## src/rtl/voter_session.sv

```systemverilog
// Voting session controller: collects one ballot per voter, counts the
// ballots, and announces win/tie/lose as a one-hot code with a one-cycle pulse.
module voter_session #(
  parameter int N       = 4,
  parameter int TIMEOUT = 16
) (
  input  logic                   clk,
  input  logic                   rst_n,
  input  logic                   start,
  input  logic [N-1:0]           vote_valid,
  input  logic [N-1:0]           vote_yes,
  input  logic                   close,
  output logic                   busy,
  output logic                   result_valid,
  output logic [3:1]             O,
  output logic [$clog2(N+1)-1:0] yes_cnt,
  output logic [$clog2(N+1)-1:0] voted_cnt
);

  localparam int         CW       = $clog2(N + 1);
  localparam logic [7:0] TMO_LAST = 8'(TIMEOUT - 1);
  localparam logic [CW:0] N_W     = (CW + 1)'(N);

  // IDLE: wait for start | COLLECT: take ballots | TALLY: count | RESULT: announce
  typedef enum logic [1:0] {
    IDLE    = 2'd0,
    COLLECT = 2'd1,
    TALLY   = 2'd2,
    RESULT  = 2'd3
  } state_e;

  state_e        state_q, state_d;
  logic [N-1:0]  voted_q, voted_d;
  logic [N-1:0]  yes_q, yes_d;
  logic [N-1:0]  fresh;
  logic [7:0]    timer_q, timer_d;
  logic [CW-1:0] yes_pop, voted_pop;
  logic [CW-1:0] yes_cnt_q, yes_cnt_d;
  logic [CW-1:0] voted_cnt_q, voted_cnt_d;
  logic [3:1]    dec_q, dec_d;
  logic [3:1]    decision;
  logic [CW:0]   twice_yes;
  logic          collect_done;

  always_comb begin
    yes_pop   = '0;
    voted_pop = '0;
    for (int i = 0; i < N; i++) begin
      yes_pop   = yes_pop + CW'(yes_q[i]);
      voted_pop = voted_pop + CW'(voted_q[i]);
    end
  end

  // Abstentions count as not-yes, so the comparison is against N, not voted_pop.
  always_comb begin
    twice_yes = {yes_pop, 1'b0};
    decision  = 3'b100;
    if (twice_yes > N_W) begin
      decision = 3'b001;
    end else if (twice_yes == N_W) begin
      decision = 3'b010;
    end
  end

  always_comb begin
    state_d      = state_q;
    voted_d      = voted_q;
    yes_d        = yes_q;
    timer_d      = timer_q;
    yes_cnt_d    = yes_cnt_q;
    voted_cnt_d  = voted_cnt_q;
    dec_d        = dec_q;
    fresh        = vote_valid & ~voted_q;
    collect_done = 1'b0;

    case (state_q)
      IDLE: begin
        if (start) begin
          state_d = COLLECT;
          voted_d = '0;
          yes_d   = '0;
          timer_d = '0;
        end
      end
      COLLECT: begin
        voted_d      = voted_q | fresh;
        yes_d        = yes_q | (vote_yes & fresh);
        timer_d      = timer_q + 8'd1;
        collect_done = close || (&voted_d) || (timer_q == TMO_LAST);
        if (collect_done) begin
          state_d = TALLY;
        end
      end
      TALLY: begin
        yes_cnt_d   = yes_pop;
        voted_cnt_d = voted_pop;
        dec_d       = decision;
        state_d     = RESULT;
      end
      RESULT: begin
        state_d = IDLE;
      end
      default: begin
        state_d = IDLE;
      end
    endcase
  end

  always_ff @(posedge clk) begin
    if (!rst_n) begin
      state_q     <= IDLE;
      voted_q     <= '0;
      yes_q       <= '0;
      timer_q     <= '0;
      yes_cnt_q   <= '0;
      voted_cnt_q <= '0;
      dec_q       <= 3'b100;
    end else begin
      state_q     <= state_d;
      voted_q     <= voted_d;
      yes_q       <= yes_d;
      timer_q     <= timer_d;
      yes_cnt_q   <= yes_cnt_d;
      voted_cnt_q <= voted_cnt_d;
      dec_q       <= dec_d;
    end
  end

  assign busy         = (state_q != IDLE);
  assign result_valid = (state_q == RESULT);
  assign O            = dec_q;
  assign yes_cnt      = yes_cnt_q;
  assign voted_cnt    = voted_cnt_q;

endmodule

```

## config.mk

```make
export PLATFORM = sky130hd
export DESIGN_NAME = voter_session
export DESIGN_NICKNAME = d
export VERILOG_FILES = /design/src/rtl/voter_session.sv
export SDC_FILE = /design/constraint.sdc
export NUM_CORES = 1
export LEC_CHECK = 0
export CORE_MARGIN = 4
export CORE_UTILIZATION = 46
export DETAILED_ROUTE_END_ITERATION = 6
export GPL_ROUTABILITY_DRIVEN = 1
export HOLD_SLACK_MARGIN = 0.08
export PLACE_DENSITY = 0.81
export SLEW_MARGIN = 20
export SYNTH_ARGS = -nofsm -noshare
export SYNTH_HDL_FRONTEND = slang
export SYNTH_SLANG_ARGS = --single-unit
```

## constraint.sdc

```tcl
create_clock -name clk -period 2 [get_ports clk]
set_input_delay 0.6 -clock clk [delete_from_list [all_inputs] [get_ports clk]]
set_output_delay 0.6 -clock clk [all_outputs]
set_load 0.01 [all_outputs]
```

-- Word-level counts from Yosys, hierarchy flattened
Cells that the tools add are included.
- output and inout port bits: 11
- flip-flop bits (word level): 27
- multiplexer cells: 10
- $lt $le $gt $ge: 1
- equality and inequality tests: 7
- reduce and logical (&&, ||, !) cells: 8
- add/sub/neg operators: 7
- bitwise gates (word level): 5
- operator list (kind ; number):
    $pmux 4 s2 ; 2
    $pmux 8 s2 ; 1
    $add 8x1->8 const B ; 1
    $and 4x4->4 ; 2
    $eq 8x4->1 const B ; 1
    $mux 8 ; 1
    $or 4x4->4 ; 2
    $pmux 2 s4 ; 1
    $add 2x1->3 ; 2
    $add 3x1->3 ; 2
    $mux 3 ; 2
    $add 1x1->2 ; 2
    $eq 2x2->1 const B ; 2
    $gt 4x3->1 const B ; 1
    $mux 2 ; 2
    $mux 4 ; 1
    $ne 2x2->1 const B ; 2
    $not 4->4 ; 1
    $reduce_and 2->1 ; 2
    $reduce_and 4->1 ; 1
    $reduce_bool 2->1 ; 2
    $eq 3x2->1 const B ; 1
    $eq 2x1->1 const B ; 1
    $logic_not 2->1 ; 1
    $logic_or 1x1->1 ; 2

-- Depth between registers and ports, before layout
Gate-level depths: netlist of the first run.
- depth after elaboration: 8
- gate-level depth with buffers: 10

-- Least setup slack after synthesis of the first run
OpenSTA, ideal clock, no wires.
- path type: reg-to-reg
- start point: register yes_q[0]
- end point: register dec_q, in the netlist O[1]
- setup slack: -0.032 ns
- stages on the path, launching flop included: 11
- arrival: 1.918 ns
- period minus slack after synthesis: 2.032 ns
- cells stage by stage: dfxtp_1 inv_1 fa_1 inv_1 ha_1 inv_1 ha_1 inv_1 o31ai_1 o22ai_1 and2_1
- word-level cells in the longest chain between the ends: 5
- RTL lines (what ; RTL line ; source):
    from (decl) ; 34 ; logic [N-1:0] yes_q, yes_d;
    from (signal assigned) ; 121 ; yes_q <= yes_d;
    $add 1x1->2 ; 49 ; yes_pop = yes_pop + CW'(yes_q[i]);
    $add 2x1->3 ; 49 ;
    $add 3x1->3 ; 49 ;
    named net yes_pop[1] ; 37 ; logic [CW-1:0] yes_pop, voted_pop;
    $gt 4x3->1 ; 58 ; if (twice_yes > N_W) begin
    $mux 3 ; 58 ;
    to (signal assigned) ; 117 ; dec_q <= 3'b100;
    to (signal assigned) ; 125 ; dec_q <= dec_d;
    to (decl) ; 40 ; logic [3:1] dec_q, dec_d;
The timed path passes the listed nets, and every way through them passes these cells.
A chain may end at the register's enable or synchronous reset.

-- Final worst setup path of the first run
- start point: register yes_q[3]
- end point: register dec_q, in the netlist O[1]
- word-level cells in the longest chain between the ends: 3
- RTL lines (what ; RTL line):
    $add 3x1->3 ; 49
    named net yes_pop[1] ; 37
    $gt 4x3->1 ; 58
    $mux 3 ; 58
The timed path passes the listed nets, and every way through them passes these cells.

==> qor.json, run 1 <==
{
  "outcome": {"value": "finished clean"},
  "leading_cell_type_by_number_of_instances_after_synthesis": {"value": "dfxtp_1"},
  "gp_routability_congestion": {"value": 0.757},
  "critPathMaxStageDelay": {"value": 0.47, "unit": "ns"},
  "vias_after_detailed_routing": {"value": 1060},
  "synth_top_cells_by_count": {"value": "27 x dfxtp_1, 23 x nor2_1, 19 x inv_1"},
  "ys_async_sr_fraction": {"value": 0, "unit": "%"},
  "number_of_clock_buffers_inserted_by_tritoncts": {"value": 3},
  "period_share": {"value": 99.6, "unit": "%"},
  "total_power": {"value": 1.60, "unit": "mW"},
  "final_util": {"value": 60.8, "unit": "%"},
  "clock_sink_count": {"value": 27},
  "seq_area_frac_synth": {"value": 41.4, "unit": "%"},
  "synth.net_count": {"value": 167},
  "die_area": {"value": 0.00376, "unit": "mm^2"},
  "hold_viol_final": {"value": 0},
  "timing.slew.headroom": {"value": 61.3, "unit": "%"},
  "final_hold_slack": {"value": 0.502, "unit": "ns"},
  "drv_slew": {"value": 0},
  "critPathArrivalTime": {"value": 2.23, "unit": "ns"},
  "netlist.top_cell.by_area": {"value": "dfxtp_1"},
  "timing.final.crit_period": {"value": 1.99, "unit": "ns"},
  "placeableCoreArea": {"value": 0.00273, "unit": "mm^2"},
  "area.growth.synth_to_final": {"value": 27.2, "unit": "%"},
  "drive_above_1_share": {"value": 13.4, "unit": "%"},
  "r2r_cells": {"value": 10},
  "synth-adder-area-share": {"value": 13.6, "unit": "%"},
  "grt_pass1_vias": {"value": 1045},
  "yosys.area.top_type_share": {"value": 41.4, "unit": "%"},
  "muxShareOfSynthArea": {"value": 6.23, "unit": "%"},
  "dpl.hpwl": {"value": 2.09, "unit": "mm"},
  "crit_path_cell_trace": {"value": "inv_2, fa_1, inv_1, ha_2, inv_2, ha_4, inv_2, o31ai_4, o22ai_1, and2_1"},
  "worst_clk_skew": {"value": 0.00259, "unit": "ns"},
  "grt_overflow": {"value": 0},
  "cts_setup_buffers": {"value": 0},
  "floorplan.rows": {"value": 19},
  "filler_cell_count": {"value": 229},
  "synth_area": {"value": 0.00131, "unit": "mm^2"},
  "timing.critical_path.fanout_max": {"value": 3},
  "yosys.area_share.xor_xnor": {"value": 3.35, "unit": "%"},
  "yosys-top-cells-area": {"value": "dfxtp_1 41%, ha_1 11%, nor2_1 6.6%"},
  "h-tree-depth": {"value": 1},
  "postSynthRegisterBits": {"value": 27},
  "ir_drop": {"value": 0.673, "unit": "mV"},
  "cp_common_cell": {"value": "inv_2"},
  "wire_length_of_the_first_global_routing_pass": {"value": 4.31, "unit": "mm"},
  "syn_inst": {"value": 142},
  "synth_cell_type_count": {"value": 35},
  "critical_path.endpoint": {"value": "O[1]$_SDFFE_PN0P_"},
  "hold_path_class": {"value": "flop to flop"},
  "setup_tns_final": {"value": 0, "unit": "ns"},
  "power_density": {"value": 965, "unit": "mW/mm^2"},
  "postSynth.topFlopCell": {"value": "dfxtp_1"},
  "groute.usage.overall": {"value": 15.3, "unit": "%"},
  "drt-initial-drc-count": {"value": 14},
  "port-buffer-count": {"value": 22},
  "avgSynthCellArea": {"value": 9.20, "unit": "um^2"},
  "criticalPathCategory": {"value": "flop to flop"},
  "boundaryPins": {"value": 23},
  "ant_nets": {"value": 0},
  "via_to_cell_ratio": {"value": 5.22},
  "yosysWarningCount": {"value": 0},
  "tritoncts": {"value": "done"},
  "critical_path.endpoint_type": {"value": "flop"},
  "clock.fmax": {"value": 502, "unit": "MHz"},
  "die_width": {"value": 61.3, "unit": "um"},
  "initial_core_util": {"value": 47.8, "unit": "%"},
  "synth_compound_area_share": {"value": 13.7, "unit": "%"},
  "setup_viol_count_final": {"value": 0},
  "crit-reg2reg-launch": {"value": "yes_q[3]$_SDFFE_PN0P_"},
  "path_clk_slew": {"value": 0.14, "unit": "ns"},
  "synth_top_family_by_area": {"value": "simple AND/OR/NAND/NOR gates"},
  "drv.max_cap_violation_count": {"value": 0},
  "crit_path_start": {"value": "yes_q[3]$_SDFFE_PN0P_"},
  "die_y": {"value": 61.3, "unit": "um"},
  "critical-path-slowest-cell": {"value": "fa_1"},
  "drc": {"value": 0},
  "regToRegEndpoint": {"value": "O[1]$_SDFFE_PN0P_"},
  "buffer_cell_driving_the_clock_tree_root": {"value": "clkbuf_4"},
  "final_net_count": {"value": 198},
  "detail_route.first_pass.iterations": {"value": 4},
  "antenna-diode-count": {"value": 0},
  "synth-simple-area-share": {"value": 14.7, "unit": "%"},
  "clock_tree.buffer_depth": {"value": 2},
  "power_leakage": {"value": 0.707, "unit": "nW"},
  "cp-start-kind": {"value": "flop"},
  "pin_count_of_the_biggest_net_entering_global_routing": {"value": 15},
  "reg2reg_setup_slack": {"value": 0.007, "unit": "ns"},
  "dpl_worst_slack": {"value": -0.147, "unit": "ns"},
  "max_slew.worst_pin.slew": {"value": 0.581, "unit": "ns"},
  "synth_enable_flop_cells": {"value": 0},
  "layout_setup_ws": {"value": 0.00723, "unit": "ns"},
  "final_wirelength": {"value": 2.57, "unit": "mm"},
  "antenna_found_initial": {"value": 0},
  "clock_network_latency_to_the_later_pin_of_the_worst_skew_pair": {"value": 0.32, "unit": "ns"},
  "cp_data_required_time": {"value": 2.24, "unit": "ns"},
  "grt_setup_unrepaired": {"value": "yes"},
  "wl_per_cell": {"value": 12.7, "unit": "um"}
}
-- placed cells by master, fill, tap and decap left out, types with 2 or more instances in the layout --
master	netlist	routed
dfxtp_1	27	23
nor2_1	23	23
clkdlybuf4s50_1	0	20
inv_1	19	16
ha_1	11	9
mux2i_1	7	7
a21oi_1	7	7
buf_4	1	7
nand2_1	5	5
a41oi_1	4	4
dfxtp_2	0	4
inv_2	0	3
xor2_1	3	3
o22ai_1	3	3
clkbuf_4	0	3
nand4_1	2	2
nand2b_1	2	2
and3_1	2	2
xnor2_1	2	2
o21ai_0	2	2
o211a_1	2	2
fa_1	2	2
-- how the worst min path moves through the flow --
stage | start | to | slack (ns) | depth (start not counted)
2_1_floorplan | yes_q[0]$_SDFFE_PN0P_ | yes_q[0]$_SDFFE_PN0P_ | 0.44 | 2
3_3_place_gp | O[2]$_SDFFE_PN0P_ | O[2]$_SDFFE_PN0P_ | 0.46 | 1
3_5_place_dp | O[2]$_SDFFE_PN0P_ | O[2]$_SDFFE_PN0P_ | 0.48 | 1
4_1_cts | timer_q[0]$_SDFFE_PN0P_ | timer_q[0]$_SDFFE_PN0P_ | 0.50 | 2
5_1_grt | O[2]$_SDFFE_PN0P_ | O[2]$_SDFFE_PN0P_ | 0.52 | 1
6_report | O[2]$_SDFFE_PN0P_ | O[2]$_SDFFE_PN0P_ | 0.50 | 1
-- kinds of logic after synthesis --
kind of cell	after synthesis
AND/OR/NAND/NOR	41
buffers and inverters	23
adder cells (fa/ha/maj)	13
multiplexers	8
XOR/XNOR	5
flip-flops	27
AO/OA/AOI/OAI	25
-- layer usage --
metal  vias to the layer above  global-route usage (%)  wire (um)  share of wire [%]
li1                        544                       -          -                  -
met1                       495                    19.3       1140                 44
met2                        15                    26.1       1320                 51
met3                         6                    2.52         79                3.1
met4                         0                    5.57         38                1.5
met5                         -                       0          0                  0
-- stage by stage --
step	instance area, um^2	std cells
after CTS	1660	203
after global routing	1660	203
final	1660	203
after global placement	1610	199
after floorplan	1310	142
after detailed placement	1610	199
-- sequential cells by signal, summed over array words and instances, names as in the netlist --
name	count
O	3
state_q	2
timer_q	8
voted_cnt	3
voted_q	4
yes_cnt	3
yes_q	4
-- critical path, delay by kind of cell, from the launching register on --
family	cells	cell delay, ns
fa+ha+maj	3	0.91
buf+inv	4	0.19
simple gates	1	0.15
flops	1	0.36
compound gates	2	0.29
-- report_power, final --
part	switching, mW	total, mW	internal (mW)
clock network	0.152	0.231	0.0781
registers	0.0596	0.683	0.623
logic	0.363	0.690	0.327
-- layout make-up --
type / count / area, um^2 / share of cell area [%]
clock buffer: 4 / 26.3 / 1.58
timing repair buffer: 29 / 274 / 16.5
sequential: 27 / 546 / 32.8
inverter: 20 / 75.1 / 4.52
multi-input combinational: 92 / 702 / 42.2
tap: 31 / 38.8 / 2.33
-- repair_timing --
action / in CTS / in global routing
endpoints found under the hold margin: 0 / 0
hold buffers: 0 / 0
pin swaps: 4 / 1
resized for setup: 11 / 1
setup endpoints to repair: 5 / 3
No activity file was read; power rests on OpenSTA's default activity.
==> run 2, diff against run 1 <==
Settings changed: CORE_UTILIZATION 46 to 25, PLACE_DENSITY 0.81 to 0.52.
==> run 2 against run 1 <==
Routed wire length up 2.1%. Maximum frequency is 1.3% higher. Via count fell by 0.85%. Design area increased by 5.4%. Worst setup slack gained 0.025 ns. First-iteration DRC count grew to 4.1 times the previous value. Combinational power barely moved. Utilization decreased by 26 points.
==> qor.json, run 2 (same netlist as run 1, synthesis figures left out) <==
{
  "regToRegEndpoint": {"value": "O[1]$_SDFFE_PN0P_"},
  "placeableCoreArea": {"value": 0.00507, "unit": "mm^2", "change": "+86%"},
  "drc": {"value": 0, "change": "unchanged"},
  "outcome": {"value": "finished clean"},
  "groute.usage.overall": {"value": 9.12, "unit": "%", "change": "-6.2 points"},
  "critical_path.endpoint_type": {"value": "flop"},
  "clock_network_latency_to_the_later_pin_of_the_worst_skew_pair": {"value": 0.27, "unit": "ns", "change": "-0.05 ns"},
  "hold_path_class": {"value": "flop to flop"},
  "drv_slew": {"value": 0, "change": "unchanged"},
  "crit-reg2reg-launch": {"value": "yes_q[3]$_SDFFE_PN0P_"},
  "area.growth.synth_to_final": {"value": 34.1, "unit": "%"},
  "vias_after_detailed_routing": {"value": 1051, "change": "-0.85%"},
  "dpl.hpwl": {"value": 2.03, "unit": "mm", "change": "-2.5%"},
  "wl_per_cell": {"value": 10.7, "unit": "um", "change": "-15%"},
  "drt-initial-drc-count": {"value": 57, "change": "+43"},
  "die_width": {"value": 80.3, "unit": "um", "change": "+31%"},
  "final_net_count": {"value": 201, "change": "+1.5%"},
  "cp_data_required_time": {"value": 2.17, "unit": "ns", "change": "-0.07 ns"},
  "cts_hold_buffers": {"value": 0, "change": "unchanged"},
  "biggestRegsByFlops": {"value": "timer_q: 8 flops, voted_q: 4 flops, yes_q: 4 flops"},
  "buffer_cell_driving_the_clock_tree_root": {"value": "clkbuf_8"},
  "pin_count_of_the_biggest_net_entering_global_routing": {"value": 15, "change": "unchanged"},
  "drive_above_1_share": {"value": 14.9, "unit": "%", "change": "+1.5 points"},
  "placed_cells": {"value": 240, "change": "+21%"},
  "grt_pass1_vias": {"value": 1047, "change": "+0.19%"},
  "drv.max_cap_violation_count": {"value": 0, "change": "unchanged"},
  "min_delay_worst_endpoint": {"value": "timer_q[0]$_SDFFE_PN0P_"},
  "floorplan.rows": {"value": 26, "change": "+7"},
  "layout_setup_ws": {"value": 0.0323, "unit": "ns", "change": "+0.0250 ns"},
  "critPathArrivalTime": {"value": 2.14, "unit": "ns", "change": "-0.09 ns"},
  "detail_route.first_pass.iterations": {"value": 4, "change": "unchanged"},
  "grt_setup_unrepaired": {"value": "yes"},
  "wire_length_of_the_first_global_routing_pass": {"value": 4.64, "unit": "mm", "change": "+7.9%"},
  "reg2reg_setup_slack": {"value": 0.03, "unit": "ns", "change": "+0.03 ns"},
  "max_slew.worst_pin.slew": {"value": 0.615, "unit": "ns", "change": "+0.0335 ns"},
  "worst_clk_skew": {"value": 0.00234, "unit": "ns", "change": "-0.000247 ns"},
  "final_wirelength": {"value": 2.63, "unit": "mm", "change": "+2.1%"},
  "clock_tree.buffer_depth": {"value": 2, "change": "unchanged"},
  "filler_cell_count": {"value": 552, "change": "+140%"},
  "cp-start-kind": {"value": "flop"},
  "final_hold_slack": {"value": 0.489, "unit": "ns", "change": "-0.0135 ns"},
  "criticalPathCategory": {"value": "flop to flop"},
  "timing.critical_path.fanout_max": {"value": 3, "change": "unchanged"},
  "clock.fmax": {"value": 508, "unit": "MHz", "change": "+1.3%"},
  "clock_sink_count": {"value": 27, "change": "unchanged"},
  "most-common-layout-cells": {"value": "23 x dfxtp_1, 23 x nor2_1, 20 x clkdlybuf4s50_1, 16 x inv_1, 10 x buf_4"},
  "timing.final.crit_period": {"value": 1.97, "unit": "ns", "change": "-0.0250 ns"},
  "instances_no_fill": {"value": 245, "change": "+21%"},
  "antenna_found_initial": {"value": 0, "change": "unchanged"},
  "antenna-diode-count": {"value": 0, "change": "unchanged"},
  "gp_routability_congestion": {"value": 0.796, "change": "+5.2%"},
  "largest_register_ff_count": {"value": 8, "change": "unchanged"},
  "power_density": {"value": 955, "unit": "mW/mm^2", "change": "-1.1%"},
  "path_clk_slew": {"value": 0.09, "unit": "ns", "change": "-0.05 ns"},
  "period_share": {"value": 98.4, "unit": "%", "change": "-1.3 points"},
  "hold_start": {"value": "timer_q[0]$_SDFFE_PN0P_"},
  "h-tree-depth": {"value": 1, "change": "unchanged"},
  "hold_viol_final": {"value": 0, "change": "unchanged"},
  "tritoncts": {"value": "done"},
  "r2r_cells": {"value": 10, "change": "unchanged"},
  "setup_viol_count_final": {"value": 0, "change": "unchanged"},
  "registers.top_by_ff_count": {"value": "timer_q"},
  "die_area": {"value": 0.00645, "unit": "mm^2", "change": "+72%"},
  "boundaryPins": {"value": 23, "change": "unchanged"},
  "port-buffer-count": {"value": 22, "change": "unchanged"},
  "number_of_instances_on_the_worst_hold_path": {"value": 2, "change": "+1"},
  "ir_drop": {"value": 0.321, "unit": "mV", "change": "-52%"},
  "timing.slew.headroom": {"value": 59.0, "unit": "%", "change": "-2.2 points"},
  "via_to_cell_ratio": {"value": 4.29, "change": "-18%"},
  "initial_core_util": {"value": 25.7, "unit": "%", "change": "-22 points"},
  "die_y": {"value": 80.3, "unit": "um", "change": "+31%"},
  "power_leakage": {"value": 0.731, "unit": "nW", "change": "+3.3%"},
  "grt_overflow": {"value": 0, "change": "unchanged"},
  "dpl_worst_slack": {"value": -0.136, "unit": "ns", "change": "+0.0112 ns"},
  "number_of_clock_buffers_inserted_by_tritoncts": {"value": 3, "change": "unchanged"},
  "ant_nets": {"value": 0, "change": "unchanged"}
}
[run 2: layout make-up]
| type | instances | area [um^2] | share of cell area [%] |
|---|---|---|---|
| Tap cell | 70 | 87.6 | 5.00 |
| Multi-Input combinational cell | 92 | 702 | 40.1 |
| Inverter | 20 | 75.1 | 4.29 |
| Clock buffer | 4 | 45.0 | 2.57 |
| Timing Repair Buffer | 32 | 297 | 16.9 |
| Sequential cell | 27 | 546 | 31.1 |
[run 2: worst max-delay path by stage]
stage	slack, ns	endpoint	start
4_1_cts	0.003	result_valid	state_q[1]$_SDFFE_PN0P_
3_5_place_dp	-0.14	O[1]$_SDFFE_PN0P_	yes_q[0]$_SDFFE_PN0P_
6_report	0.03	O[1]$_SDFFE_PN0P_	yes_q[3]$_SDFFE_PN0P_
5_1_grt	-0.09	O[1]$_SDFFE_PN0P_	yes_q[3]$_SDFFE_PN0P_
3_3_place_gp	-0.05	O[1]$_SDFFE_PN0P_	yes_q[0]$_SDFFE_PN0P_
2_1_floorplan	0.03	O[1]$_SDFFE_PN0P_	yes_q[0]$_SDFFE_PN0P_
[run 2: power breakdown]
part           internal, mW  total (mW)  switching [mW]
clock                 0.143       0.306           0.163
sequential            0.623       0.676          0.0530
combinational         0.331       0.691           0.360
[run 2: what timing repair did]
item,in CTS,in global routing
pin swaps,4,1
endpoints found under the setup margin,4,3
endpoints found under the hold margin,0,0
gates resized for setup,11,1
buffers inserted,1,0
[run 2: critical path, cell delays in order, from the launching register on]
cell and delay [ns]:
dfxtp_2 0.34, inv_2 0.04, fa_1 0.46, inv_1 0.07, ha_2 0.18, inv_2 0.05
ha_4 0.26, inv_2 0.04, o31ai_4 0.20, o22ai_1 0.09, and2_1 0.15
[run 2: per-layer routing]
| layer | GRT usage (%) | routed length, um |
|---|---|---|
| met1 | 11.4 | 1300 |
| met4 | 5.57 | 63 |
| met2 | 14.3 | 1140 |
| met5 | 0 | 0 |
| met3 | 1.79 | 123 |
[run 2: metrics by stage]
| stage | total power [mW] | util (%) | cell area (um^2) | setup TNS, ns |
|---|---|---|---|---|
| 6_report | 1.67 | 34.5 | 1750 | 0 |
| 5_1_grt | 1.83 | 34.5 | 1750 | -0.128 |
| 4_1_cts | 1.71 | 34.5 | 1750 | 0 |
| 3_5_place_dp | 1.37 | 32.9 | 1670 | -0.537 |
| 3_3_place_gp | 1.38 | 32.9 | 1670 | -0.125 |
| 2_1_floorplan | 1.12 | - | 1310 | 0 |
